`src/rtl/serial_out_dispatcher_if.sv`:
```
// Command handshake between the host command decoder and the dispatcher.
// The decoder drives one decoded command plus i_cmd_valid; the dispatcher
// answers with o_cmd_ready and captures the fields on the accepting edge.
interface serial_out_dispatcher_if #(
    parameter int DATA_BIT = 32,
    parameter int SEL_BIT  = 4
) ();
    logic                i_cmd_valid;
    logic                o_cmd_ready;
    logic [DATA_BIT-1:0] i_output_pattern;
    logic [DATA_BIT-1:0] i_freq_pattern;
    logic [SEL_BIT-1:0]  i_sel_out;
    logic                i_start;
    logic                i_stop;
    logic                i_mode;

    // Decoder side
    modport master (
        output i_cmd_valid, i_output_pattern, i_freq_pattern, i_sel_out,
               i_start, i_stop, i_mode,
        input  o_cmd_ready
    );

    // Dispatcher side
    modport slave (
        input  i_cmd_valid, i_output_pattern, i_freq_pattern, i_sel_out,
               i_start, i_stop, i_mode,
        output o_cmd_ready
    );
endinterface

```
`src/rtl/serial_out_dispatcher.sv`:
```
// Shares CH_NUM serial_out channels between decoded host commands.
// One command is handled at a time: it is checked against the channel range,
// a repeat-mode channel is stopped first, the dispatcher waits for the channel
// to go idle, loads the per-channel config and optionally issues a start pulse.
// All pulse outputs are decoded from the state register, so each lasts exactly
// one cycle and only the selected channel's bit can be high.
module serial_out_dispatcher #(
    parameter int DATA_BIT = 32,
    parameter int CH_NUM   = 4,
    parameter int SEL_BIT  = 4
) (
    input  logic                       clk,
    input  logic                       rst,
    serial_out_dispatcher_if.slave     cmd_if,
    input  logic [CH_NUM-1:0]          i_ch_busy,
    output logic [CH_NUM*DATA_BIT-1:0] o_ch_output_pattern,
    output logic [CH_NUM*DATA_BIT-1:0] o_ch_freq_pattern,
    output logic [CH_NUM-1:0]          o_ch_mode,
    output logic [CH_NUM-1:0]          o_ch_start,
    output logic [CH_NUM-1:0]          o_ch_stop,
    output logic                       o_update_done_tick,
    output logic                       o_err_sel_tick
);

    typedef enum logic [2:0] {
        S_IDLE,
        S_CHECK,
        S_STOP,
        S_WAIT,
        S_LOAD,
        S_START,
        S_DONE,
        S_ERR
    } state_t;

    state_t state_reg, state_next;

    // Captured command fields
    logic [DATA_BIT-1:0] cmd_pat_reg;
    logic [DATA_BIT-1:0] cmd_freq_reg;
    logic [SEL_BIT-1:0]  cmd_sel_reg;
    logic                cmd_start_reg;
    logic                cmd_stop_reg;
    logic                cmd_mode_reg;

    logic                cmd_accept;
    logic [CH_NUM-1:0]   sel_hit;    // one-hot decode of the captured select
    logic                sel_valid;  // captured select addresses a real channel
    logic                busy_sel;   // busy flag of the selected channel
    logic                mode_sel;   // stored mode of the selected channel

    // Ready only in IDLE and never while reset is applied
    assign cmd_if.o_cmd_ready = (state_reg == S_IDLE) && !rst;
    assign cmd_accept         = cmd_if.i_cmd_valid && cmd_if.o_cmd_ready;

    // Out-of-range selects produce an all-zero decode, which doubles as the range check
    assign sel_valid = |sel_hit;
    assign busy_sel  = |(i_ch_busy & sel_hit);
    assign mode_sel  = |(o_ch_mode & sel_hit);

    // Capture the command fields on the accepting edge
    always_ff @(posedge clk) begin
        if (rst) begin
            cmd_pat_reg   <= '0;
            cmd_freq_reg  <= '0;
            cmd_sel_reg   <= '0;
            cmd_start_reg <= 1'b0;
            cmd_stop_reg  <= 1'b0;
            cmd_mode_reg  <= 1'b0;
        end else if (cmd_accept) begin
            cmd_pat_reg   <= cmd_if.i_output_pattern;
            cmd_freq_reg  <= cmd_if.i_freq_pattern;
            cmd_sel_reg   <= cmd_if.i_sel_out;
            cmd_start_reg <= cmd_if.i_start;
            cmd_stop_reg  <= cmd_if.i_stop;
            cmd_mode_reg  <= cmd_if.i_mode;
        end
    end

    // State register
    always_ff @(posedge clk) begin
        if (rst) begin
            state_reg <= S_IDLE;
        end else begin
            state_reg <= state_next;
        end
    end

    // Next-state logic; stop takes priority over start, a repeat-mode busy
    // channel is stopped before waiting, a one-shot busy channel is just awaited
    always_comb begin
        state_next = state_reg;
        case (state_reg)
            S_IDLE: begin
                if (cmd_accept) state_next = S_CHECK;
            end
            S_CHECK: begin
                if (!sel_valid)               state_next = S_ERR;
                else if (cmd_stop_reg)        state_next = S_STOP;
                else if (busy_sel && mode_sel) state_next = S_STOP;
                else if (busy_sel)            state_next = S_WAIT;
                else                          state_next = S_LOAD;
            end
            S_STOP: begin
                state_next = cmd_stop_reg ? S_DONE : S_WAIT;
            end
            S_WAIT: begin
                if (!busy_sel) state_next = S_LOAD;
            end
            S_LOAD: begin
                state_next = cmd_start_reg ? S_START : S_DONE;
            end
            S_START: state_next = S_DONE;
            S_DONE:  state_next = S_IDLE;
            S_ERR:   state_next = S_IDLE;
            default: state_next = S_IDLE;
        endcase
    end

    // Moore pulse outputs decoded from the state register
    assign o_ch_stop          = (state_reg == S_STOP)  ? sel_hit : '0;
    assign o_ch_start         = (state_reg == S_START) ? sel_hit : '0;
    assign o_update_done_tick = (state_reg == S_DONE);
    assign o_err_sel_tick     = (state_reg == S_ERR);

    // Per-channel config registers, written only in LOAD for the selected channel
    genvar gi;
    generate
        for (gi = 0; gi < CH_NUM; gi++) begin : g_ch
            logic [DATA_BIT-1:0] ch_pat_reg;
            logic [DATA_BIT-1:0] ch_freq_reg;
            logic                ch_mode_reg;

            assign sel_hit[gi] = (cmd_sel_reg == SEL_BIT'(gi));

            // Load this channel's config when it is the LOAD target
            always_ff @(posedge clk) begin
                if (rst) begin
                    ch_pat_reg  <= '0;
                    ch_freq_reg <= '0;
                    ch_mode_reg <= 1'b0;
                end else if ((state_reg == S_LOAD) && sel_hit[gi]) begin
                    ch_pat_reg  <= cmd_pat_reg;
                    ch_freq_reg <= cmd_freq_reg;
                    ch_mode_reg <= cmd_mode_reg;
                end
            end

            assign o_ch_output_pattern[gi*DATA_BIT +: DATA_BIT] = ch_pat_reg;
            assign o_ch_freq_pattern[gi*DATA_BIT +: DATA_BIT]   = ch_freq_reg;
            assign o_ch_mode[gi]                                = ch_mode_reg;
        end
    endgenerate

endmodule
```
`src/flat_wrapper.sv`:
```
// flat-port wrapper written by rule: the top's interface ports become plain ports
module serial_out_dispatcher_flat 
#(
    parameter int DATA_BIT = 32,
    parameter int CH_NUM   = 4,
    parameter int SEL_BIT  = 4
)
  (clk, rst, i_ch_busy, o_ch_output_pattern, o_ch_freq_pattern, o_ch_mode, o_ch_start, o_ch_stop, o_update_done_tick, o_err_sel_tick, cmd_if_i_cmd_valid, cmd_if_i_output_pattern, cmd_if_i_freq_pattern, cmd_if_i_sel_out, cmd_if_i_start, cmd_if_i_stop, cmd_if_i_mode, cmd_if_o_cmd_ready);
  serial_out_dispatcher_if #(.DATA_BIT(DATA_BIT), .SEL_BIT(SEL_BIT)) cmd_if_i ();
  input  logic clk;
  input  logic rst;
  input  logic [CH_NUM-1:0] i_ch_busy;
  output logic [CH_NUM*DATA_BIT-1:0] o_ch_output_pattern;
  output logic [CH_NUM*DATA_BIT-1:0] o_ch_freq_pattern;
  output logic [CH_NUM-1:0] o_ch_mode;
  output logic [CH_NUM-1:0] o_ch_start;
  output logic [CH_NUM-1:0] o_ch_stop;
  output logic o_update_done_tick;
  output logic o_err_sel_tick;
  input wire logic [$bits(cmd_if_i.i_cmd_valid)-1:0] cmd_if_i_cmd_valid;
  input wire logic [$bits(cmd_if_i.i_output_pattern)-1:0] cmd_if_i_output_pattern;
  input wire logic [$bits(cmd_if_i.i_freq_pattern)-1:0] cmd_if_i_freq_pattern;
  input wire logic [$bits(cmd_if_i.i_sel_out)-1:0] cmd_if_i_sel_out;
  input wire logic [$bits(cmd_if_i.i_start)-1:0] cmd_if_i_start;
  input wire logic [$bits(cmd_if_i.i_stop)-1:0] cmd_if_i_stop;
  input wire logic [$bits(cmd_if_i.i_mode)-1:0] cmd_if_i_mode;
  output wire logic [$bits(cmd_if_i.o_cmd_ready)-1:0] cmd_if_o_cmd_ready;
  assign cmd_if_i.i_cmd_valid = cmd_if_i_cmd_valid;
  assign cmd_if_i.i_output_pattern = cmd_if_i_output_pattern;
  assign cmd_if_i.i_freq_pattern = cmd_if_i_freq_pattern;
  assign cmd_if_i.i_sel_out = cmd_if_i_sel_out;
  assign cmd_if_i.i_start = cmd_if_i_start;
  assign cmd_if_i.i_stop = cmd_if_i_stop;
  assign cmd_if_i.i_mode = cmd_if_i_mode;
  assign cmd_if_o_cmd_ready = cmd_if_i.o_cmd_ready;
  serial_out_dispatcher #(.DATA_BIT(DATA_BIT), .CH_NUM(CH_NUM), .SEL_BIT(SEL_BIT)) u_core (.clk(clk), .rst(rst), .cmd_if(cmd_if_i), .i_ch_busy(i_ch_busy), .o_ch_output_pattern(o_ch_output_pattern), .o_ch_freq_pattern(o_ch_freq_pattern), .o_ch_mode(o_ch_mode), .o_ch_start(o_ch_start), .o_ch_stop(o_ch_stop), .o_update_done_tick(o_update_done_tick), .o_err_sel_tick(o_err_sel_tick));
endmodule
```
`config.mk`:
```
export PLATFORM = sky130hd
export DESIGN_NAME = serial_out_dispatcher_flat
export DESIGN_NICKNAME = d
export VERILOG_FILES = /design/src/rtl/serial_out_dispatcher_if.sv /design/src/rtl/serial_out_dispatcher.sv /design/src/flat_wrapper.sv
export SDC_FILE = /design/constraint.sdc
export NUM_CORES = 1
export LEC_CHECK = 0
export ABC_AREA = 1
export BUFFER_PORTS_ARGS = -buffer_cell sky130_fd_sc_hd__buf_2
export CAP_MARGIN = 20
export CORE_ASPECT_RATIO = 0.75
export CORE_MARGIN = 2
export CORE_UTILIZATION = 38
export CTS_BUF_LIST = sky130_fd_sc_hd__clkbuf_4
export DETAILED_ROUTE_END_ITERATION = 7
export PLACE_DENSITY = 0.65
export SYNTH_ARGS = -nofsm -noshare
export SYNTH_HDL_FRONTEND = slang
export SYNTH_SLANG_ARGS = --single-unit
```
`constraint.sdc`:
```
create_clock -name clk -period 3.6 [get_ports clk]
set_input_delay 0.18 -clock clk [delete_from_list [all_inputs] [get_ports clk]]
set_output_delay 0.18 -clock clk [all_outputs]
set_load 0.02 [all_outputs]
```
==> out/metrics.csv <==
stage,metric,value,unit
yosys,synthesis-stage register bit count,334,
flow_run,maxcap violations,0,
routing,routed length on met2,16.2,mm
final_layout,final cell count without fillers,2285,
setup_path,crit-path max FO,15,
power,P_leak,7.71,nW
global_route,global-route wire length before repair,56.7,mm
sta,Period minus WS final,3250,ps
setup_path,data arrival time of the critical path,3820,ps
yosys,mean instance size in the synthesized netlist,8.18,µm²
final_layout,area growth from synthesis to layout,30.0,%
yosys,leading cell types by total area after synthesis,"sky130_fd_sc_hd__dfxtp_1 57%, sky130_fd_sc_hd__nor2_1 11%, sky130_fd_sc_hd__o21ai_0 11%",
sta,worst setup skew after layout,61.1,ps
clock_network,clock tree from TritonCTS,yes,
clock_network,Max clock buf depth,3,
die,cell row count,55,
sta,final setup vio count,0,
setup_path,CP Class,register to register,
die,area of the core region,30200,µm²
setup_path,startpoint type of the worst setup path,register,
routing,DRC,0,
setup_path,required time worst endpoint,4170,ps
yosys,number of nets produced by synthesis,1503,
clock_network,insertion delay of the later-clocked pin in the worst-skew pair,710,ps
clock_network,cts bufs inserted,83,
global_route,leftover overflow at the end of global routing,0,
yosys,cell taking the most area after synthesis,sky130_fd_sc_hd__dfxtp_1,
sta,final setup TNS,0,ps
placed_design,port bufs,348,
routing,Post-Route M1 WL,17.1,mm
yosys,fraction of synthesis flops using an asynchronous set or reset pin,0,
yosys,count of different cell masters after synthesis,23,
yosys,cells after synthesis,1425,
clock_network,Resized Gates After CTS,0,
yosys,Ys Warns,0,
power,PD cells,566,nW/µm²
clock_network,library cell used as clock root buffer,sky130_fd_sc_hd__clkbuf_4,
clock_network,post-CTS setup buffers,0,
global_route,vias in the first global route,10680,
yosys,post-synthesis cell area,11700,µm²
global_route,pin count of the biggest net entering global routing,127,
sta,hold violation count in the final report,0,
clock_network,clock sink total,334,
yosys,number of synthesized flops with an enable pin,0,
routing,sum of routed wire length over all layers,36.7,mm
sta,highest clock rate,0.308,GHz
routing,antenna-violating nets left,0,
sta,worst slew pin tran,1090,ps
routing,initial detailed-routing violation count,806,
sta,unrepaired setup endpoints after global routing,false,
routing,WL per Instance,16.1,µm
sta,share of the clock period used by the worst path after layout,0.902,
die,Die X-Extent,206,µm
yosys,area share of the largest cell type after synthesis,0.573,
die,vertical die dimension,156,µm
hold_path,class of the tightest hold or removal check,primary input to register,
sta,number of pins exceeding their max-slew limit in the final report,0,
placed_design,gp weighted congestion,0.851,
outcome,outcome,"complete, no violations",
placed_design,placed wire-length estimate,22.3,mm
routing,via count of the routed design,11146,
global_route,antenna violations before repair,1,
yosys,"Seq/Total Area, Yosys",0.573,
routing,length of routed met3 wiring,2.55,mm
global_route,GRT Util Overall,0.221,
die,boundary pin count,349,
final_layout,net count of the finished layout,1912,
setup_path,type of destination of the critical path,register,
final_layout,fraction of layout cells with a size suffix above 1,0.263,
yosys,primary flip-flop cell chosen by synthesis mapping,sky130_fd_sc_hd__dfxtp_1,
sta,Slew HR,0.276,
clock_network,"Reg clk slew, reported paths",70,ps
clock_network,Clock H-tree levels,3,
power,Peak VDD IR,0.000326,V
die,Die Footprint,32100,µm²
final_layout,count of fill cells added during filler insertion,2913,
die,initial cell density of the core,0.386,
routing,Pre-Repair DR Iteration Count,5,
routing,Vias/cell,4.88,
routing,uppermost metal layer occupied by signal nets,met4,
placed_design,instance count after placement with tap cells included,2071,
layer usage:
metal / vias up / track usage
li1: 5551 / -
met1: 5161 / 0.293
met2: 364 / 0.343
met3: 70 / 0.0629
met4: 0 / 0.0840
met5: - / 0
placed cells by master (no fill, tap or decap), types with 2 or more instances in the layout:
cell / netlist / layout
sky130_fd_sc_hd__buf_2: 42 / 348
sky130_fd_sc_hd__dfxtp_1: 334 / 334
sky130_fd_sc_hd__nand2_1: 135 / 135
sky130_fd_sc_hd__buf_12: 0 / 2
sky130_fd_sc_hd__o21ai_1: 52 / 52
sky130_fd_sc_hd__nor3_1: 5 / 5
sky130_fd_sc_hd__a21oi_1: 95 / 95
sky130_fd_sc_hd__nor2_8: 4 / 4
sky130_fd_sc_hd__clkbuf_4: 0 / 113
sky130_fd_sc_hd__nor2_1: 352 / 352
sky130_fd_sc_hd__buf_4: 27 / 6
sky130_fd_sc_hd__nand3_1: 12 / 12
sky130_fd_sc_hd__clkinv_2: 0 / 4
sky130_fd_sc_hd__diode_2: 0 / 2
sky130_fd_sc_hd__clkinvlp_4: 0 / 3
sky130_fd_sc_hd__dlygate4sd3_1: 0 / 77
sky130_fd_sc_hd__inv_1: 32 / 31
sky130_fd_sc_hd__o31ai_1: 26 / 26
sky130_fd_sc_hd__inv_2: 7 / 9
sky130_fd_sc_hd__clkinv_1: 0 / 12
sky130_fd_sc_hd__o21ai_0: 255 / 255
cells by family after synthesis:
family                 after synthesis  synth area share
flip-flops                         334             0.573
AND/OR/NAND/NOR                    512             0.175
AO/OA/AOI/OAI                      430             0.190
buffers and inverters              149            0.0614
synthesized netlist by cell type (4+ instances only):
cell type / n
sky130_fd_sc_hd__o31ai_1: 26
sky130_fd_sc_hd__inv_2: 7
sky130_fd_sc_hd__buf_4: 27
sky130_fd_sc_hd__nor3_1: 5
sky130_fd_sc_hd__o21ai_1: 52
sky130_fd_sc_hd__nand2_1: 135
sky130_fd_sc_hd__nor2_1: 352
sky130_fd_sc_hd__inv_1: 32
sky130_fd_sc_hd__buf_2: 42
sky130_fd_sc_hd__nand3_1: 12
sky130_fd_sc_hd__a21oi_1: 95
sky130_fd_sc_hd__nor2_8: 4
sky130_fd_sc_hd__clkbuf_1: 39
sky130_fd_sc_hd__dfxtp_1: 334
sky130_fd_sc_hd__o21ai_0: 255
layout make-up:
| cell class | instances | area, µm² | area share |
|---|---|---|---|
| Sequential cell | 334 | 6690 | 0.441 |
| Multi-Input combinational cell | 942 | 4260 | 0.281 |
| Timing Repair Buffer | 433 | 2600 | 0.171 |
| Clock buffer | 113 | 848 | 0.0560 |
| Tap cell | 399 | 499 | 0.0329 |
| Inverter | 40 | 158 | 0.0104 |
| Clock inverter | 22 | 104 | 0.00685 |
| Antenna cell | 2 | 5.00 | 0.000330 |
path summary, 6_finish.rpt:
path / start / end / slack [ps] / cells past startpoint
hold / removal: i_ch_busy[3] / u_core.state_reg[1] / 100 / 9
setup / recovery: u_core.cmd_sel_reg[3] / u_core.state_reg[2] / 350 / 11
setup reg to reg: u_core.cmd_sel_reg[3] / u_core.state_reg[2] / 350 / 11
hold reg to reg: u_core.cmd_sel_reg[3] / u_core.cmd_sel_reg[3] / 480 / 2
timing repair:
action	CTS	global route
hold endpoints to repair	74	0
hold buffers	77	0
endpoints found under the setup margin	0	0
per-stage QoR:
step | hold WS, ps | area [µm²] | setup WS, ps | power, mW | utilization
after floorplan | 293 | 11700 | 2190 | 5.22 | -
after global placement | 381 | 13400 | 634 | 5.61 | 0.445
after detailed placement | 384 | 13400 | 618 | 5.63 | 0.445
after CTS | 6.02 | 15200 | 397 | 8.65 | 0.502
after global routing | 118 | 15200 | 2.09 | 9.06 | 0.502
final | 97.0 | 15200 | 351 | 8.58 | 0.502
worst max-delay path: stages, from the launching register on:
cell and delay [ps]:
sky130_fd_sc_hd__dfxtp_1 310, sky130_fd_sc_hd__nor2_1 620, sky130_fd_sc_hd__nand3_1 140, sky130_fd_sc_hd__nand2_1 100, sky130_fd_sc_hd__dlygate4sd3_1 560, sky130_fd_sc_hd__nor2_1 70, sky130_fd_sc_hd__dlygate4sd3_1 550, sky130_fd_sc_hd__nand2_1 60
sky130_fd_sc_hd__nand2_1 40, sky130_fd_sc_hd__nand2_1 80, sky130_fd_sc_hd__a21oi_1 60, sky130_fd_sc_hd__dlygate4sd3_1 560
where the power goes:
part	internal, mW	switching, mW	total [mW]
combinational	0.435	0.917	1.35
clock	1.45	1.47	2.92
sequential	4.02	0.279	4.30
total	5.91	2.67	8.58
Note: power is estimated with default switching activity, not from simulation.
